### src/rtl/mem_arb_pkg.sv
// Shared constants for the unified instruction/data memory arbiter.
package mem_arb_pkg;

    localparam logic [1:0] ST_IDLE   = 2'd0;
    localparam logic [1:0] ST_ACCESS = 2'd1;
    localparam logic [1:0] ST_RESP   = 2'd2;

    localparam logic PORT_I = 1'b0;
    localparam logic PORT_D = 1'b1;

    localparam int unsigned DEPTH_DEFAULT = 96;
    localparam int unsigned WORD_SHIFT    = 2;

endpackage

### src/rtl/rr_arbiter2.sv
// Two-way round-robin picker; the pointer remembers the last granted port.
module rr_arbiter2
    import mem_arb_pkg::*;
(
    input  logic       Clk,
    input  logic       Rst_n,
    input  logic [1:0] req,
    input  logic       advance,
    output logic [1:0] gnt
);

    logic last_q;

    always_comb begin
        gnt = req;
        // On a tie, favour whichever port did not win last time.
        if (req == 2'b11) begin
            gnt = (last_q == PORT_D) ? 2'b01 : 2'b10;
        end
    end

    always_ff @(posedge Clk or negedge Rst_n) begin
        if (!Rst_n) begin
            last_q <= PORT_D;
        end else if (advance && (|gnt)) begin
            last_q <= gnt[1];
        end
    end

endmodule

### src/rtl/imem_dmem_arbiter.sv
// Shares one single-port memory between fetch (I) and load/store (D) requesters
// with a fixed IDLE -> ACCESS -> RESP sequence.
module imem_dmem_arbiter
    import mem_arb_pkg::*;
#(
    parameter int unsigned DEPTH  = DEPTH_DEFAULT,
    parameter int unsigned ADDR_W = 32,
    parameter int unsigned DATA_W = 32
) (
    input  logic              Clk,
    input  logic              Rst_n,
    input  logic              IReq,
    input  logic [ADDR_W-1:0] IAddr,
    output logic              IAck,
    output logic [DATA_W-1:0] IRdata,
    output logic              IErr,
    input  logic              DReq,
    input  logic              DWe,
    input  logic [ADDR_W-1:0] DAddr,
    input  logic [DATA_W-1:0] DWdata,
    output logic              DAck,
    output logic [DATA_W-1:0] DRdata,
    output logic              DErr,
    output logic              MemWe,
    output logic [ADDR_W-1:0] MemAddr,
    output logic [DATA_W-1:0] MemWd,
    input  logic [DATA_W-1:0] MemRd,
    output logic              Busy
);

    logic [1:0]        state_q, state_d;
    logic              port_q;
    logic [ADDR_W-1:0] idx_q;
    logic              we_q;
    logic [DATA_W-1:0] wdata_q;
    logic              err_q;

    logic [1:0]        gnt;
    logic              sel_d;
    logic [ADDR_W-1:0] sel_addr;
    logic [ADDR_W-1:0] sel_idx;
    logic              sel_err;
    logic [DATA_W-1:0] rd_val;

    rr_arbiter2 u_arb (
        .Clk     (Clk),
        .Rst_n   (Rst_n),
        .req     ({DReq, IReq}),
        .advance (state_q == ST_IDLE),
        .gnt     (gnt)
    );

    always_comb begin
        sel_d    = gnt[1];
        sel_addr = sel_d ? DAddr : IAddr;
        sel_idx  = sel_addr >> WORD_SHIFT;
        sel_err  = (sel_addr[1:0] != 2'b00) || (sel_idx >= ADDR_W'(DEPTH));
        // Stores and faulted accesses return zero rather than whatever the memory drives.
        rd_val   = (err_q || we_q) ? '0 : MemRd;
    end

    always_comb begin
        state_d = state_q;
        unique case (state_q)
            ST_IDLE:   if (|gnt) state_d = ST_ACCESS;
            ST_ACCESS: state_d = ST_RESP;
            ST_RESP:   state_d = ST_IDLE;
            default:   state_d = ST_IDLE;
        endcase
    end

    always_ff @(posedge Clk or negedge Rst_n) begin
        if (!Rst_n) begin
            state_q <= ST_IDLE;
            port_q  <= PORT_I;
            idx_q   <= '0;
            we_q    <= 1'b0;
            wdata_q <= '0;
            err_q   <= 1'b0;
            IAck    <= 1'b0;
            IRdata  <= '0;
            IErr    <= 1'b0;
            DAck    <= 1'b0;
            DRdata  <= '0;
            DErr    <= 1'b0;
        end else begin
            state_q <= state_d;
            if (state_q == ST_IDLE && (|gnt)) begin
                port_q  <= sel_d;
                idx_q   <= sel_idx;
                we_q    <= sel_d & DWe;
                wdata_q <= sel_d ? DWdata : '0;
                err_q   <= sel_err;
            end
            if (state_q == ST_ACCESS) begin
                if (port_q == PORT_D) begin
                    DAck   <= 1'b1;
                    DRdata <= rd_val;
                    DErr   <= err_q;
                end else begin
                    IAck   <= 1'b1;
                    IRdata <= rd_val;
                    IErr   <= err_q;
                end
            end
            if (state_q == ST_RESP) begin
                IAck <= 1'b0;
                DAck <= 1'b0;
            end
        end
    end

    assign MemWe   = (state_q == ST_ACCESS) & we_q & ~err_q;
    assign MemAddr = idx_q;
    assign MemWd   = wdata_q;
    assign Busy    = (state_q != ST_IDLE);

endmodule

### config.mk
export PLATFORM = sky130hd
export DESIGN_NAME = imem_dmem_arbiter
export DESIGN_NICKNAME = d
export VERILOG_FILES = /design/src/rtl/mem_arb_pkg.sv /design/src/rtl/rr_arbiter2.sv /design/src/rtl/imem_dmem_arbiter.sv
export SDC_FILE = /design/constraint.sdc
export NUM_CORES = 1
export LEC_CHECK = 0
export BUFFER_PORTS_ARGS = -buffer_cell sky130_fd_sc_hd__buf_2
export CORE_MARGIN = 10
export CORE_UTILIZATION = 46
export CTS_CLUSTER_DIAMETER = 40
export CTS_CLUSTER_SIZE = 28
export DETAILED_ROUTE_END_ITERATION = 12
export PLACE_DENSITY = 0.8
export SYNTH_ARGS = -nofsm -noshare
export SYNTH_HDL_FRONTEND = slang
export SYNTH_SLANG_ARGS = --single-unit
### constraint.sdc
create_clock -name Clk -period 1.9 [get_ports Clk]
set_input_delay 0.095 -clock Clk [delete_from_list [all_inputs] [get_ports Clk]]
set_output_delay 0.095 -clock Clk [all_outputs]
set_load 0.01 [all_outputs]
==> Yosys cells after proc, flatten, opt, wreduce, memory -nomap -nowiden <==
Cells that the tools add are included.
{ "totals": {"out_inout_bits": 134, "register_bits": 136, "word_cells": 50, "in_bits": 133} }
{ "classes": {"n_bitwise": 5, "n_lt_le_gt_ge": 1, "muxes": 13, "n_reduce_logical": 13, "eq_ne": 5} }
{ "ops": {"columns": ["operator", "n"], "rows": [
  ["$mux W32", 3],
  ["$ge A30 B7 Y1 const B", 1],
  ["$reduce_and A2 Y1", 4],
  ["$reduce_bool A2 Y1", 4],
  ["$mux W1", 6],
  ["$mux W2", 3],
  ["$eq A2 B2 Y1 const B", 2],
  ["$pmux W2 S2", 1],
  ["$and A1 B1 Y1", 3],
  ["$eq A2 B1 Y1 const B", 1],
  ["$logic_not A2 Y1", 1],
  ["$logic_or A1 B1 Y1", 2],
  ["$ne A2 B1 Y1 const B", 1],
  ["$ne A2 B2 Y1 const B", 1],
  ["$not A1 Y1", 2],
  ["$reduce_or A2 Y1", 1],
  ["$logic_and A1 B1 Y1", 1]
]} }

==> Longest topological paths before layout <==
{ "depth": {"ltp_word": 5, "depth_mapped": 7} }

==> Hierarchy <==
Synthesis repeated with hierarchy kept, for this count alone.
{ "unflattened": {"hier_cells": 582, "area_unflattened_um2": 5587.9} }
{ "by_module_without_submodules": {"columns": ["module", "n_inst", "cells_per_inst", "seq_area_each_um2", "area_per_inst_um2"], "rows": [
  ["imem_dmem_arbiter", 1, 576, 3378.2, 5531.6],
  ["rr_arbiter2", 1, 6, 26.3, 56.3]
]} }

==> Worst setup path after synthesis <==
OpenSTA, ideal clock, no wires.
{ "synth_timing": {"kind": "reg2reg", "startpoint": "reg state_q[0]", "endpoint": "reg idx_q[0], in the netlist MemAddr[0]", "t_required_ns": 1.823, "period_less_slack_ns": 1.410, "setup_ns": 0.077, "path_slack_ns": 0.490, "arrival_time_ns": 1.333, "path_stages_with_launch": 8, "path_buffers": 2, "cell_sequence": "dfrtp_1 -> inv_1 -> ha_1 -> o21ai_1 -> buf_4 -> buf_2 -> nand2_1 -> o21ai_1"} }
{ "synth_via": {"elab_chain_cells": 2} }
{ "synth_lines": {"columns": ["item", "line", "source"], "rows": [
  ["start: declaration", "imem_dmem_arbiter.sv:31", "logic [1:0] state_q, state_d;"],
  ["start signal: assignment", "imem_dmem_arbiter.sv:87", "state_q <= state_d;"],
  ["$logic_not A2 Y1", "imem_dmem_arbiter.sv:88", "if (state_q == ST_IDLE && (|gnt)) begin"],
  ["$logic_and A1 B1 Y1", "imem_dmem_arbiter.sv:88", null],
  ["end signal: assignment", "imem_dmem_arbiter.sv:90", "idx_q <= sel_idx;"],
  ["end: declaration", "imem_dmem_arbiter.sv:33", "logic [ADDR_W-1:0] idx_q;"]
]} }
No other way between the ends.
A chain may end at the register's enable or synchronous reset.

==> Worst setup path in the final report <==
{ "layout_timing": {"startpoint": "reg u_arb.last_q", "endpoint": "reg idx_q[1], in the netlist MemAddr[1]"} }
{ "layout_via": {"elab_chain_cells": 4, "word_cells_on_any_way": 5} }
{ "layout_lines": {"columns": ["item", "line", "source"], "rows": [
  ["start: declaration", "rr_arbiter2.sv:12", "logic last_q;"],
  ["start signal: assignment", "rr_arbiter2.sv:26", "last_q <= gnt[1];"],
  ["$mux W2 (*)", "rr_arbiter2.sv:18", "gnt = (last_q == PORT_D) ? 2'b01 : 2'b10;"],
  ["$mux W2 (*)", "rr_arbiter2.sv:17", "if (req == 2'b11) begin"],
  ["$reduce_or A2 Y1", "imem_dmem_arbiter.sv:88", null],
  ["$logic_and A1 B1 Y1", "imem_dmem_arbiter.sv:88", null]
]} }
Every way passes the cells marked *; elsewhere a longest branch is shown, timed or not.

==> metrics.md <==
| Metric | Value |
|---|---|
| Cells after Synth | `512` |
| Chip height | `around 130 um` |
| Cell Chain, Critical Path | `a21boi_4 > mux2i_1 > dlygate4sd3_1 > o21ai_1` |
| Max Slew Vio Count | `0` |
| Tmin final | `about 1.8 ns` |
| Total negative slack | `0 ns` |
| Leak Pwr | `4.434 nW` |
| Worst Setup Path Type | `reg -> reg` |
| Max-cap violation count | `0` |
| Worst Hold Class | `in -> reg` |
| Post-synthesis sequential area ratio | `roughly 62%` |
| Final HPWL DP | `13.53 mm` |
| Post-Syn Area | `5480 um^2` |
| CTS tree | `done` |
| Power per cell area | `1252 nW/um^2` |
| Synth top area share | `61.64%` |
| YS warnings | `0` |
| Main combinational cell family by area after synthesis | `compound AO/OA/AOI/OAI gates` |
| Top Ports | `around 270` |
| Adder-cell area share of the yosys netlist | `0.9132%` |
| Netlist cell types | `30` |
| RSZ-0062 raised after global routing | `false` |
| Commonest cells post-synth | `135 x dfrtp_1, 133 x nand2_1, 98 x o21ai_1` |
| Initial drt markers | `535` |
| Critical Path RT | `2.20 ns` |
| EDFF count, synth | `0` |
| Vias in the first global route | `approximately 6100` |
| Remaining antenna violation count after routing | `0` |
| Top-count cell post-synth | `dfrtp_1` |
| CTS HTree Levels | `4` |
| Worst-path clk slew | `0.06 ns` |
| Maximum operating frequency | `approximately 550 MHz` |
| Die Wd | `129.2 um` |
| Largest cells by area after synthesis | `dfrtp_1 62%, nand2_1 9.1%, o21ai_1 8.9%` |
| Layout cells sized above 1 | `35.22%` |
| Status | `finished clean` |
| Clk_lat worst skew | `0.42 ns` |
| XOR/XNOR Fraction of Synth Area | `0%` |
| Peak VDD IR | `0.0007496 V` |
| Synth Area in Compound Gates | `15.75%` |
| Synth Register Bits | `136` |
| Via density | `roughly 5.4` |
| FP Rows | `39` |
| Post-synth top area cell | `dfrtp_1` |
| Clock Path Buffers | `2` |
| Max_slew headroom | `approximately 63%` |
| Synth-to-layout area growth | `58.11%` |
| Fillers | `slightly above 700` |
| Crit end category | `register` |
| Placer Congestion | `0.8475` |
| Predominant post-synthesis flop cell | `dfrtp_1` |
| Critical path's largest stage delay | `0.61 ns` |
| Period utilisation layout | `a little over nine tenths` |
| Hold Fails Final Rpt | `0` |
| Initial antenna violation count | `2` |
| Worst slew pin tran | `0.5476 ns` |
| Initial Util | `47.39%` |
| CP startpoint kind | `register` |
| # port buffers | `264` |
| Routed WL | `~22 mm` |
| Sink Count | `about 140` |
| Final Cell Area | `8665 um^2` |
| WL per Instance | `between 20 and 25 um` |
| DR vias | `5656` |
| Endpoints failing setup | `0` |
| Critical Path AT | `2.10 ns` |
| DRC violations left | `0` |
| Core footprint | `between 10000 and 15000 um^2` |
| Syn avg cell area | `approximately 11 um^2` |
| Fin Clk Skew | `roughly 0.011 ns` |
| Layout Nets | `1024` |
| Max FO, Critical Path | `9` |
| Die area | `16680 um^2` |
| Largest net degree at the start of global routing | `67` |
| CTS Buf Count | `17` |
| Dpl cell area | `about 7000 um^2` |
| Crit-path slowest cell | `dlygate4sd3_1` |
| Drt first pass iters | `5` |
| Clock Tree Root | `clkbuf_16` |
| Fin Hold WS | `0.006099 ns` |
| Total grt overflow | `0` |
| Mux cell area share after synthesis | `5.479%` |
| Gr usage total | `24.87%` |
| Synth Area in Simple Gates | `~11%` |
| Async set or reset register ratio after synthesis | `100.0%` |
| Global-route wire length before repair | `32.57 mm` |
cells by family (layout without fill, tap and decap cells):
logic type                 after synthesis  count (layout)
other                                    1               4
adders and majority gates                4               4
DFF                                    136             136
and+or+nand+nor                        155             155
AOI/OAI and AO/OA                      144             144
buffers and inverters                   42             429
muxes                                   30              30
layer usage:
layer / wire length, um / GRT usage (%) / part of all wire [%] / up-vias
li1: - / - / - / 2537
met1: 7554 / 26.26 / 35 / 2639
met2: 10770 / 42.57 / 50 / 410
met3: 2523 / 10.20 / 12 / 70
met4: 817 / 11.77 / 3.8 / 0
met5: 0 / 0 / 0 / -
flip-flops by register name (all words and copies together) (netlist names), 2 cells and up:
signal,count
DRdata,32
IRdata,32
MemWd,32
MemAddr,30
state_q,2
final timing paths:
check / startpoint / end / slack, ns / cells past startpoint
setup / recovery: u_arb.last_q$_DFFE_PN1P_ / MemAddr[1]$_DFFE_PN0P_ / 0.1 / 4
hold / removal: DAddr[30] / MemAddr[28]$_DFFE_PN0P_ / 0.006 / 3
setup reg to reg: u_arb.last_q$_DFFE_PN1P_ / MemAddr[1]$_DFFE_PN0P_ / 0.1 / 4
hold reg to reg: DRdata[5]$_DFFE_PN0P_ / DRdata[5]$_DFFE_PN0P_ / 0.48 / 2
max in group asynchronous: Rst_n / u_arb.last_q$_DFFE_PN1P_ / 1.10 / 3
min in group asynchronous: Rst_n / DRdata[7]$_DFFE_PN0P_ / 0.20 / 2
layout by cell type, fill, tap and decap left out, types with 3 or more instances in the layout:
cell and instances:
a21oi_1 6, inv_1 4, mux2i_1 30, inv_6 3
clkbuf_16 17, dfrtp_1 135, clkinvlp_4 5, ha_1 4
nor2_1 3, a22o_1 33, buf_12 5, buf_2 263
nor4_1 9, nand2_1 131, buf_4 11, o21ai_1 97
dlygate4sd3_1 112
area by class of cell:
cell class	instances	area, um^2	area share [%]
inverter	5	18.77	0.2166
antenna	2	5.005	0.05776
tap	143	178.9	2.065
clock buffer	19	432.9	4.996
sequential	136	3405	39.29
multi-input combinational	335	1872	21.60
clock inverter	13	121.4	1.401
timing repair buffer	392	2631	30.37
metrics by stage:
stage | worst slack, ns | std cells | util (%) | power (mW)
CTS | 0.09927 | 1041 | 74.75 | 10.63
finish | 0.09807 | 1045 | 74.92 | 10.84
floorplan | 0.4902 | 513 | - | 5.927
global placement | 0.3171 | 897 | 60.26 | 7.225
detailed placement | 0.2884 | 897 | 60.26 | 7.362
global route | 0.03740 | 1045 | 74.92 | 11.37
critical path: cells and delay by family (launching register included):
family	cells	cell delay, ns
multiplexers	1	0.26
AO/OA/AOI/OAI	2	0.42
buffers and inverters	1	0.61
flip-flops	1	0.39
what timing repair did:
item                                    4_1_cts  5_1_grt
hold endpoints to repair                    169        0
buffers inserted                              0        2
resized for setup                             0        0
endpoints found under the setup margin        0        3
hold buffers                                112        0
power by group:
| group | switching [mW] | internal (mW) |
|---|---|---|
| clock | 1.27 | 1.81 |
| sequential | 0.507 | 3.61 |
| combinational | 2.18 | 1.47 |
| total | 3.96 | 6.89 |
No activity file was read; power rests on OpenSTA's default activity.
